`src/rtl/cpu_bus_sequencer.sv`:
```
// Bus-cycle sequencer for the 4-bit CPU family: subcycle counter, sync/ROM/RAM
// command strobes, address/data pad multiplexing and opcode capture.
module cpu_bus_sequencer #(
    parameter int unsigned DATA_WIDTH    = 4,
    parameter int unsigned ADDR_NIBBLES  = 3,
    parameter int unsigned NUM_RAM_BANKS = 4,
    parameter int unsigned CMD_SUBCYCLE  = ADDR_NIBBLES - 1,
    localparam int unsigned PC_W = ADDR_NIBBLES * DATA_WIDTH,
    localparam int unsigned LAST = ADDR_NIBBLES + 4,
    localparam int unsigned CW   = $clog2(LAST + 1),
    localparam int unsigned BW   = (NUM_RAM_BANKS > 1) ? $clog2(NUM_RAM_BANKS) : 1
) (
    input  logic                     clock,
    input  logic                     reset,
    input  logic [PC_W-1:0]          pc,
    input  logic [DATA_WIDTH-1:0]    acc,
    input  logic [DATA_WIDTH-1:0]    regval,
    input  logic                     acc_out_req,
    input  logic                     reg_out_req,
    input  logic                     ram_cmd_req,
    input  logic                     io_cmd_req,
    input  logic [BW-1:0]            ram_bank_sel,
    input  logic                     two_word,
    input  logic                     hold,
    input  logic [DATA_WIDTH-1:0]    data_in,
    output logic [DATA_WIDTH-1:0]    data_out,
    output logic                     data_oe,
    output logic [CW-1:0]            cycle,
    output logic                     sync,
    output logic                     rom_cmd,
    output logic [NUM_RAM_BANKS-1:0] ram_cmd_n,
    output logic [DATA_WIDTH-1:0]    opr,
    output logic [DATA_WIDTH-1:0]    opa,
    output logic                     inst_valid,
    output logic                     second_word
);

    localparam logic [CW-1:0] C_LAST = CW'(LAST);
    localparam logic [CW-1:0] C_M1   = CW'(ADDR_NIBBLES);
    localparam logic [CW-1:0] C_M2   = CW'(ADDR_NIBBLES + 1);
    localparam logic [CW-1:0] C_X1   = CW'(ADDR_NIBBLES + 2);
    localparam logic [CW-1:0] C_X2   = CW'(ADDR_NIBBLES + 3);
    localparam logic [CW-1:0] C_CMD  = CW'(CMD_SUBCYCLE);

    logic          ram_lat;
    logic          io_lat;
    logic [BW-1:0] bank_lat;
    logic          sw_fresh;
    logic          wrap;

    assign wrap = (cycle == C_LAST) && !hold;

    // Counter, command latches, opcode capture and two-word tracking
    always_ff @(posedge clock) begin
        if (reset) begin
            cycle       <= '0;
            opr         <= '0;
            opa         <= '0;
            inst_valid  <= 1'b0;
            second_word <= 1'b0;
            sw_fresh    <= 1'b0;
            ram_lat     <= 1'b0;
            io_lat      <= 1'b0;
            bank_lat    <= '0;
        end else begin
            if (cycle == C_LAST) begin
                if (!hold) cycle <= '0;
            end else begin
                cycle <= cycle + CW'(1);
            end

            if (cycle == '0) begin
                ram_lat  <= ram_cmd_req;
                io_lat   <= io_cmd_req;
                bank_lat <= ram_bank_sel;
            end

            if (cycle == C_M1) opr <= data_in;
            if (cycle == C_M2) opa <= data_in;
            inst_valid <= (cycle == C_M2);

            // sw_fresh lets the flag survive the wrap that ends the setting cycle
            if ((cycle == C_M2) && two_word && !second_word) begin
                second_word <= 1'b1;
                sw_fresh    <= 1'b1;
            end else if (wrap) begin
                if (sw_fresh) sw_fresh    <= 1'b0;
                else          second_word <= 1'b0;
            end
        end
    end

    // Pad multiplexing and command strobes, all forced idle during reset
    always_comb begin
        data_out  = '0;
        data_oe   = 1'b0;
        rom_cmd   = 1'b1;
        ram_cmd_n = '1;
        sync      = 1'b0;
        if (!reset) begin
            sync = wrap;
            for (int unsigned k = 0; k < ADDR_NIBBLES; k++) begin
                if (cycle == CW'(k)) begin
                    data_oe  = 1'b1;
                    data_out = pc[k*DATA_WIDTH +: DATA_WIDTH];
                end
            end
            if (cycle >= C_X1) begin
                if (acc_out_req) begin
                    data_oe  = 1'b1;
                    data_out = acc;
                end else if (reg_out_req) begin
                    data_oe  = 1'b1;
                    data_out = regval;
                end
            end
            if ((cycle == C_CMD) || ((cycle == C_X2) && io_lat)) rom_cmd = 1'b0;
            for (int unsigned b = 0; b < NUM_RAM_BANKS; b++) begin
                if ((bank_lat == BW'(b)) &&
                    (((cycle == C_CMD) && ram_lat) || ((cycle == C_X2) && io_lat)))
                    ram_cmd_n[b] = 1'b0;
            end
        end
    end

endmodule

```
`config.mk`:
```
export PLATFORM = sky130hd
export DESIGN_NAME = cpu_bus_sequencer
export DESIGN_NICKNAME = d
export VERILOG_FILES = /design/src/rtl/cpu_bus_sequencer.sv
export SDC_FILE = /design/constraint.sdc
export NUM_CORES = 1
export LEC_CHECK = 0
export ABC_AREA = 0
export CAP_MARGIN = 20
export CORE_ASPECT_RATIO = 1.25
export CORE_MARGIN = 3
export CORE_UTILIZATION = 38
export CTS_CLUSTER_SIZE = 40
export DETAILED_ROUTE_END_ITERATION = 8
export PLACE_DENSITY = 0.84
export SYNTH_ARGS = -nofsm -noshare
export SYNTH_HDL_FRONTEND = slang
export SYNTH_SLANG_ARGS = --single-unit
```
`constraint.sdc`:
```
create_clock -name clock -period 2.2 [get_ports clock]
set_input_delay 0.44 -clock clock [delete_from_list [all_inputs] [get_ports clock]]
set_output_delay 0.44 -clock clock [all_outputs]
set_load 0.01 [all_outputs]
```
# ---- Word-level counts from Yosys, hierarchy flattened
# Cells that the tools add are included.
# Widths: inputs -> output; s select.
dict set report op_classes {
  n_addsub 1
  order_cmp 1
  n_eq_ne 11
  n_mux 29
  reduce_logical 17
}
# op count
set op_table {}
lappend op_table {{$mux 4} 8}
lappend op_table {{$mux 1} 19}
lappend op_table {{$eq 3x3->1 const B} 3}
lappend op_table {{$logic_and 1x1->1} 9}
lappend op_table {{$eq 3x2->1 const B} 2}
lappend op_table {{$mux 3} 2}
lappend op_table {{$eq 2x2->1 const B} 2}
lappend op_table {{$add 3x1->3 const B} 1}
lappend op_table {{$eq 3x1->1 const B} 1}
lappend op_table {{$ge 3x3->1 const B} 1}
lappend op_table {{$logic_not 3->1} 1}
lappend op_table {{$eq 2x1->1 const B} 1}
lappend op_table {{$logic_not 1->1} 2}
lappend op_table {{$logic_not 2->1} 1}
lappend op_table {{$logic_or 1x1->1} 2}
lappend op_table {{$ne 2x1->1 const B} 1}
lappend op_table {{$ne 2x2->1 const B} 1}
lappend op_table {{$reduce_and 2->1} 1}
lappend op_table {{$reduce_bool 2->1} 1}
dict set report totals {
  reg_bits 18
  in_bits 34
  out_inout_bits 24
  elab_cells 68
}

# ---- Longest topological paths before layout
# Gate-level depths: netlist (run 1).
dict set report depth {
  depth_word 8
  mapped_depth 7
  mapped_depth_nobuf 5
}

# ---- Worst setup path before layout (run 1)
# No wires, ideal clock.
dict set report synth_timing {
  kind {register -> output}
  from {register cycle[1]}
  to {output data_out[0]}
  t_arrival_ps 1662
  required_ps 1760
  setup_slack_ps 98
  path_stages_with_launch 6
  path_buffers 0
  cell_sequence {dfxtp_1 inv_1 ha_1 nand3b_1 a211o_1 a311oi_1}
}
dict set report synth_between {
  elab_chain_len 8
  word_cells_on_any_way 11
  cone_classes {order compare: 1; eq/ne: 2; mux: 7; reduce/logical: 1}
}
# element line
set synth_rtl {}
lappend synth_rtl {{start: declaration} 28} ;# output logic [CW-1:0] cycle,
lappend synth_rtl {{start signal: assignment} 69} ;# cycle <= cycle + CW'(1);
lappend synth_rtl {{$logic_not 3->1} 103} ;# if (cycle == CW'(k)) begin
lappend synth_rtl {{$mux 4 (3 in a row)} 103}
lappend synth_rtl {{$mux 4} 112} ;# end else if (reg_out_req) begin
lappend synth_rtl {{$mux 4} 109} ;# if (acc_out_req) begin
lappend synth_rtl {{$mux 4 (*)} 108} ;# if (cycle >= C_X1) begin
lappend synth_rtl {{$mux 4 (*)} 100} ;# if (!reset) begin
lappend synth_rtl {{end: declaration} 26} ;# output logic [DATA_WIDTH-1:0] data_out,
# Mark *: on every way between the ends. The rest lies on a longest branch, timed or not.

# ---- Worst setup path after layout (run 1)
# Same ends and word-level chain as after synthesis.

==> results of run 1 <==
[layer usage]
| layer | GRT usage, % | part of all wire (%) | vias up |
|---|---|---|---|
| li1 | - | - | 570 |
| met1 | 20.68 | 37 | 543 |
| met2 | 35.40 | 51 | 54 |
| met3 | 4.598 | 8.8 | 9 |
| met4 | 7.987 | 2.3 | 0 |
| met5 | 0 | 0 | - |
[timing repair]
item                                    CTS  global route
hold buffers                              0             0
pin swaps                                 0             1
endpoints found under the setup margin   11            10
gates resized for setup                  22            42
cloned                                    0             0
endpoints found under the hold margin     0             0
[power breakdown]
group | total, mW | internal, mW | switching, mW
combinational | 0.296 | 0.168 | 0.128
sequential | 0.363 | 0.345 | 0.0186
clock | 0.204 | 0.101 | 0.103
total | 0.864 | 0.614 | 0.250
[cell usage after synthesis, drive strengths merged]
cell type / n / area share (%)
dfxtp: 18 / 34
nand2: 16 / 5.7
a21oi: 12 / 5.7
nor2: 12 / 4.3
mux2i: 9 / 8.6
nand2b: 8 / 4.8
ha: 6 / 7.1
nand3: 6 / 2.9
clkbuf: 5 / 1.9
nand3b: 5 / 3.6
a211o: 4 / 3.3
a311oi: 4 / 3.3
or3b: 4 / 3.3
buf: 3 / 2.3
inv: 3 / 1.1
o21ai: 3 / 1.8
a211oi: 2 / 1.4
nor2b: 2 / 1.2
o21bai: 2 / 1.4
nand4b: 1 / 0.83
nor3: 1 / 0.48
or2b: 1 / 0.71
[kinds of logic (layout without fill, tap and decap cells)]
logic type / count (synthesis) / in the layout / synth area share [%]
AND/OR/NAND/NOR: 56 / 56 / 27.74
AO/OA/AOI/OAI: 27 / 27 / 17.02
flip-flops: 18 / 18 / 34.29
buffers and inverters: 11 / 74 / 5.237
multiplexers: 9 / 9 / 8.572
adder cells (fa/ha/maj): 6 / 6 / 7.143
[per-stage QoR]
stage               setup TNS [ns]  setup WS [ns]  util [%]
CTS                        -0.7244        -0.2019     69.36
global route               -0.2840       -0.07208     72.13
global placement            -1.984        -0.3592     67.03
finish                   -0.001552      -0.001552     72.13
floorplan                        0        0.09805         -
detailed placement          -2.103        -0.4001     67.03
[critical path, stage by stage (launching register included)]
cell and delay, ns:
dfxtp_2 0.35, inv_2 0.06, ha_4 0.18, nand3b_1 0.17, a211o_1 0.32, a311oi_2 0.23
buf_2 0.16
[worst max-delay path by stage]
stage / end / slack, ns / depth (start not counted)
finish: data_out[0] / -0.002 / 6
global route: data_out[3] / -0.07 / 7
CTS: data_out[0] / -0.20 / 6
detailed placement: data_out[1] / -0.40 / 5
global placement: data_out[3] / -0.36 / 5
floorplan: data_out[0] / 0.1 / 5
[placed cells by master, fill, tap and decap left out, drive strengths merged, types with 6 or more instances in the layout]
master,n
dfxtp,18
mux2i,9
nor2,12
a21oi,12
ha,6
nand3,6
nand2b,8
nand2,16
clkdlybuf4s50,44
buf,14
clkbuf,7
[registers in the layout (all words and copies together), names as in the netlist]
name / cells
io_lat: 1
ram_lat: 1
opr: 4
second_word: 1
bank_lat: 2
cycle: 3
opa: 4
inst_valid: 1
sw_fresh: 1
[final cells by class]
| type | instances | area (µm²) |
|---|---|---|
| Fill cell | 188 | 704.4 |
| Tap cell | 33 | 41.29 |
| Multi-Input combinational cell | 98 | 757.0 |
| Clock buffer | 4 | 36.28 |
| Inverter | 3 | 11.26 |
| Timing Repair Buffer | 67 | 610.6 |
| Sequential cell | 18 | 366.6 |
==> results.ini, run 1 <==
[sta]
whs_ns = 0.4650
tightest_slew_ns = 0.2484
max_freq_mhz = 454.2
rsz0062_at_grt = true
relSlewSlack_pct = 83.44
worst_slack_ns = -0.001552
fin_crit_sh_pct = 100.1
final_max_slew_viol_count = 0
finalHoldViolCount = 0
setup_viol = 1
min_period_ns = 2.202
skew_ns = 0.0006989

[worst_setup_path]
cp_max_fo = 6
r2r_cells = 6
crit_arrival_ns = 1.76
startpoint = cycle[1]
critPathKind = register to primary output
crit_required_ns = 1.76
regToRegSetupSlack_ns = 0.76
r2r-start = cycle[0]
cp-end-kind = primary output
worstReg2RegEnd = bank_lat[1]
cp-start-kind = register

[grt]
grt_max_degree = 14
grt_antenna_before_repair = 0
grtUsageTotal_pct = 19.47
grt_pass1_wl_mm = 5.064
grt_pass1_vias = 1182
overflow = 0

[logic_synthesis]
synth_area_um2 = 1051
ys_types = 26
netlist_instances = 127
synth_fp_nets = 167
yosys_warnings = 0
syn_area_per_cell_um2 = 8.276
ys_ff_latch = 18
ys_seq_area_share_pct = 34.29

[clock_network]
clkTransAtPathRegs_ns = 0.10
tritoncts = built
cts_sinks = 18
clockBufferDepth = 2
cts_max_level = 1
cts_setup_buffers = 0
clk_latency_ns = 0.30
numCtsBuffers = 3
root_buffer = clkbuf_4

[place]
dp_cells = 219
placed_cell_area_um2 = 1694
gp_congestion = 0.7610
portBuffers = 57
place_hpwl_mm = 2.520

[layout]
drive_above_1_share_pct = 25.26
nets = 231
synthToLayoutAreaGrowth_pct = 73.45
stdcell_count = 223
final_cell_area_um2 = 1823
num_antenna_cells = 0

[die]
dieWidth_um = 53.04
fp-row-count = 20
core_area_um2 = 2527
dieHeight_um = 64.80
dieArea_um2 = 3437
io_pins = 58
start_util_pct = 41.58

[hold_path]
whs_path_depth = 2
min_to = sw_fresh
min-delay-start = sw_fresh
hold_class = register to register

[drt]
avgRoutedWirePerCell_um = 14.89
first_pass_iters = 4
ant_nets = 0
routed_wirelength_mm = 3.321
drt_iter0_drc = 13
via_per_inst = 5.274
remaining_drc_errors = 0
vias = 1176

[run_status]
violations = negative setup slack
status = complete, but fails checks

[pwr]
ir_drop_v = 0.0004731
power_mw = 0.8640
power.leakage_nw = 0.6749
power.density_nw_per_um2 = 473.9

[run]
maxCapViolations = 0

(Power assumes the default switching activity.)
==> inputs of run 2 (changes only) <==
--- a/config.mk
+++ b/config.mk
@@ -13,6 +13,7 @@
 export CTS_CLUSTER_SIZE = 40
 export DETAILED_ROUTE_END_ITERATION = 8
 export PLACE_DENSITY = 0.84
+export SLEW_MARGIN = 15
 export SYNTH_ARGS = -nofsm -noshare
 export SYNTH_HDL_FRONTEND = slang
 export SYNTH_SLANG_ARGS = --single-unit
==> results of run 2 <==
Same layout as run 1: the final DEF is identical, and so are final timing and power.
==> inputs of run 3 (changes only) <==
--- a/config.mk
+++ b/config.mk
@@ -17,3 +17,4 @@
 export SYNTH_ARGS = -nofsm -noshare
 export SYNTH_HDL_FRONTEND = slang
 export SYNTH_SLANG_ARGS = --single-unit
+export TNS_END_PERCENT = 100
==> results of run 3 <==
Same layout as run 1: the final DEF is identical, and so are final timing and power.
==> RTL change, RTL diff (settings of run 2) <==
Remove the register `inst_valid`: a continuous assignment takes its place, so the output `inst_valid` follows one clock earlier.
--- a/src/rtl/cpu_bus_sequencer.sv
+++ b/src/rtl/cpu_bus_sequencer.sv
@@ -56,7 +56,6 @@
             cycle       <= '0;
             opr         <= '0;
             opa         <= '0;
-            inst_valid  <= 1'b0;
             second_word <= 1'b0;
             sw_fresh    <= 1'b0;
             ram_lat     <= 1'b0;
@@ -77,7 +76,6 @@
 
             if (cycle == C_M1) opr <= data_in;
             if (cycle == C_M2) opa <= data_in;
-            inst_valid <= (cycle == C_M2);
 
             // sw_fresh lets the flag survive the wrap that ends the setting cycle
             if ((cycle == C_M2) && two_word && !second_word) begin
@@ -89,6 +87,8 @@
             end
         end
     end
+
+    assign inst_valid = (cycle == C_M2);
 
     // Pad multiplexing and command strobes, all forced idle during reset
     always_comb begin
Check against the original RTL: not equivalent (Yosys sat finds a counterexample within 10 cycles, from zero or initial values and one cycle with reset high).
==> RTL change against run 2 <==
The run still ends with negative setup slack left. Worst setup slack got worse by 0.016 ns. Critical path depth unchanged. Sequential cell count decreased by 1. Synthesized area decreased by 0.95%. First-iteration DRC count increased by 38%. Routed wire length decreased by 1.7%. Design area decreased by 2.3%. Non-clock buffer count increased by 5. Synthesized cell count decreased by 0.79%. Power decreased by 6.0%. Hold slack got worse by 0.0060 ns. Cell count increased by 1.8%. Largest cell class unchanged. Largest power group unchanged.
==> RTL change: results (changes against run 2) <==
metric,value,unit,change
Synth Area per Inst,8.26,sq um,-0.17%
r2r worst-path depth,5,,-1
P per Cell Area,456,mW/mm^2,-3.8%
largest net degree at the start of global routing,18,,+4
Cell variety after synth,30,,+15%
Inst Count DP,222,,+1.4%
Max transition margin,79.3,%,-4.1 points
Top Registers,"opa (4), opr (4), cycle (3)",,
Reg-to-Reg Start,cycle[1],,
synth top area cells,"dfxtp_1, mux2i_1, ha_1",,
kind of path behind the tightest hold check,reg -> reg,,
Skew-Pair Late Insertion Delay,0.29,ns,
total number of vias,1164,,-1.0%
Int Power,0.000567,W,-7.7%
failing checks,negative setup slack,,
CP endpoint,data_out[1],,
Lkg Pwr,0.686,nW,+1.6%
status,"finished, violations left",,
"top cells by count, synth","dfxtp_1, nand2_1, a21oi_1",,
setup TNS,-0.0350,ns,-0.0334 ns
first-pass GRT wire length,4940,um,-2.4%
Detail Placement HPWL,2520,um,-0.17%
DR pass1 iterations,4,,unchanged
pre-CTS WS,-0.392,ns,+0.00850 ns
Post-DP Area,0.00171,sq mm,+0.74%
WL/cell,14.4,um,-3.4%
layout cell share with drive strength beyond 1,20.6,%,-4.6 points
Peak supply drop,0.329,mV,-30%
"setup slack, reg-to-reg",0.78,ns,+0.02 ns
NumNets Final,235,,+1.7%
# setup viols final,4,,+3
"Seq/Total Area, Yosys",32.7,%,-1.6 points
via-per-instance ratio,5.13,,-2.8%
global-route usage over all layers,19.2,%,-0.23 points
crit path DAT,1.78,ns,+0.02 ns
Gate power share,36.9,%,+2.6 points
Seq group,0.000342,W,-5.8%
Syn Nets,166,,-0.60%
routability congestion estimate,0.725,,-4.8%
reg-to-reg endpoint,opr[3],,
critical path's slowest cell,dfxtp_2,,
fin worst setup slack,-0.0171,ns,-0.0155 ns
Iter 0 DRT Violations,18,,+5
skew final,0.00230,ns,+0.00160 ns
vias in the first global route,1097,,-7.2%
[RTL change: timing repair]
item                       CTS  global route
resized for setup           39             6
setup endpoints to repair   12            10
pin swaps                    1             3
setup buffers                0             1
[RTL change: cells by family (layout without fill, tap and decap cells)]
family / Yosys count / count (layout) / share of synthesized area [%]
AND/OR/NAND/NOR: 52 / 52 / 26.3
adder cells (fa/ha/maj): 6 / 6 / 7.21
buffers and inverters: 13 / 81 / 6.73
flip-flops: 17 / 17 / 32.7
multiplexers: 10 / 10 / 9.62
AO/OA/AOI/OAI: 28 / 28 / 17.4
[RTL change: worst min-delay path: stages, from the launching register on]
cell     delay (ns)
dfxtp_1        0.32
nand2_1        0.05
a21oi_1        0.05
[RTL change: worst min path at each step]
| stage | end | cells after the start | from | slack, ns |
|---|---|---|---|---|
| after floorplan | sw_fresh | 2 | sw_fresh | 0.43 |
| after global placement | sw_fresh | 2 | sw_fresh | 0.44 |
| after detailed placement | opa[3] | 2 | opa[3] | 0.45 |
| after CTS | opa[3] | 2 | opa[3] | 0.46 |
| after global routing | opa[3] | 2 | opa[3] | 0.49 |
| final | sw_fresh | 2 | sw_fresh | 0.46 |
[RTL change: final cells by class]
class                           count  area [sq um]
Clock buffer                        3          22.5
Clock inverter                      1          5.00
Fill cell                         201           746
Inverter                            5          21.3
Multi-Input combinational cell     96           697
Sequential cell                    17           343
Tap cell                           33          41.3
Timing Repair Buffer               72           652
[RTL change: layer usage]
metal | up-vias | track usage [%] | routed length (um)
met1 | 538 | 21.2 | 1310
met4 | 0 | 8.63 | 51
li1 | 578 | - | -
met2 | 44 | 34.3 | 1640
met5 | - | 0 | 0
met3 | 4 | 3.68 | 268
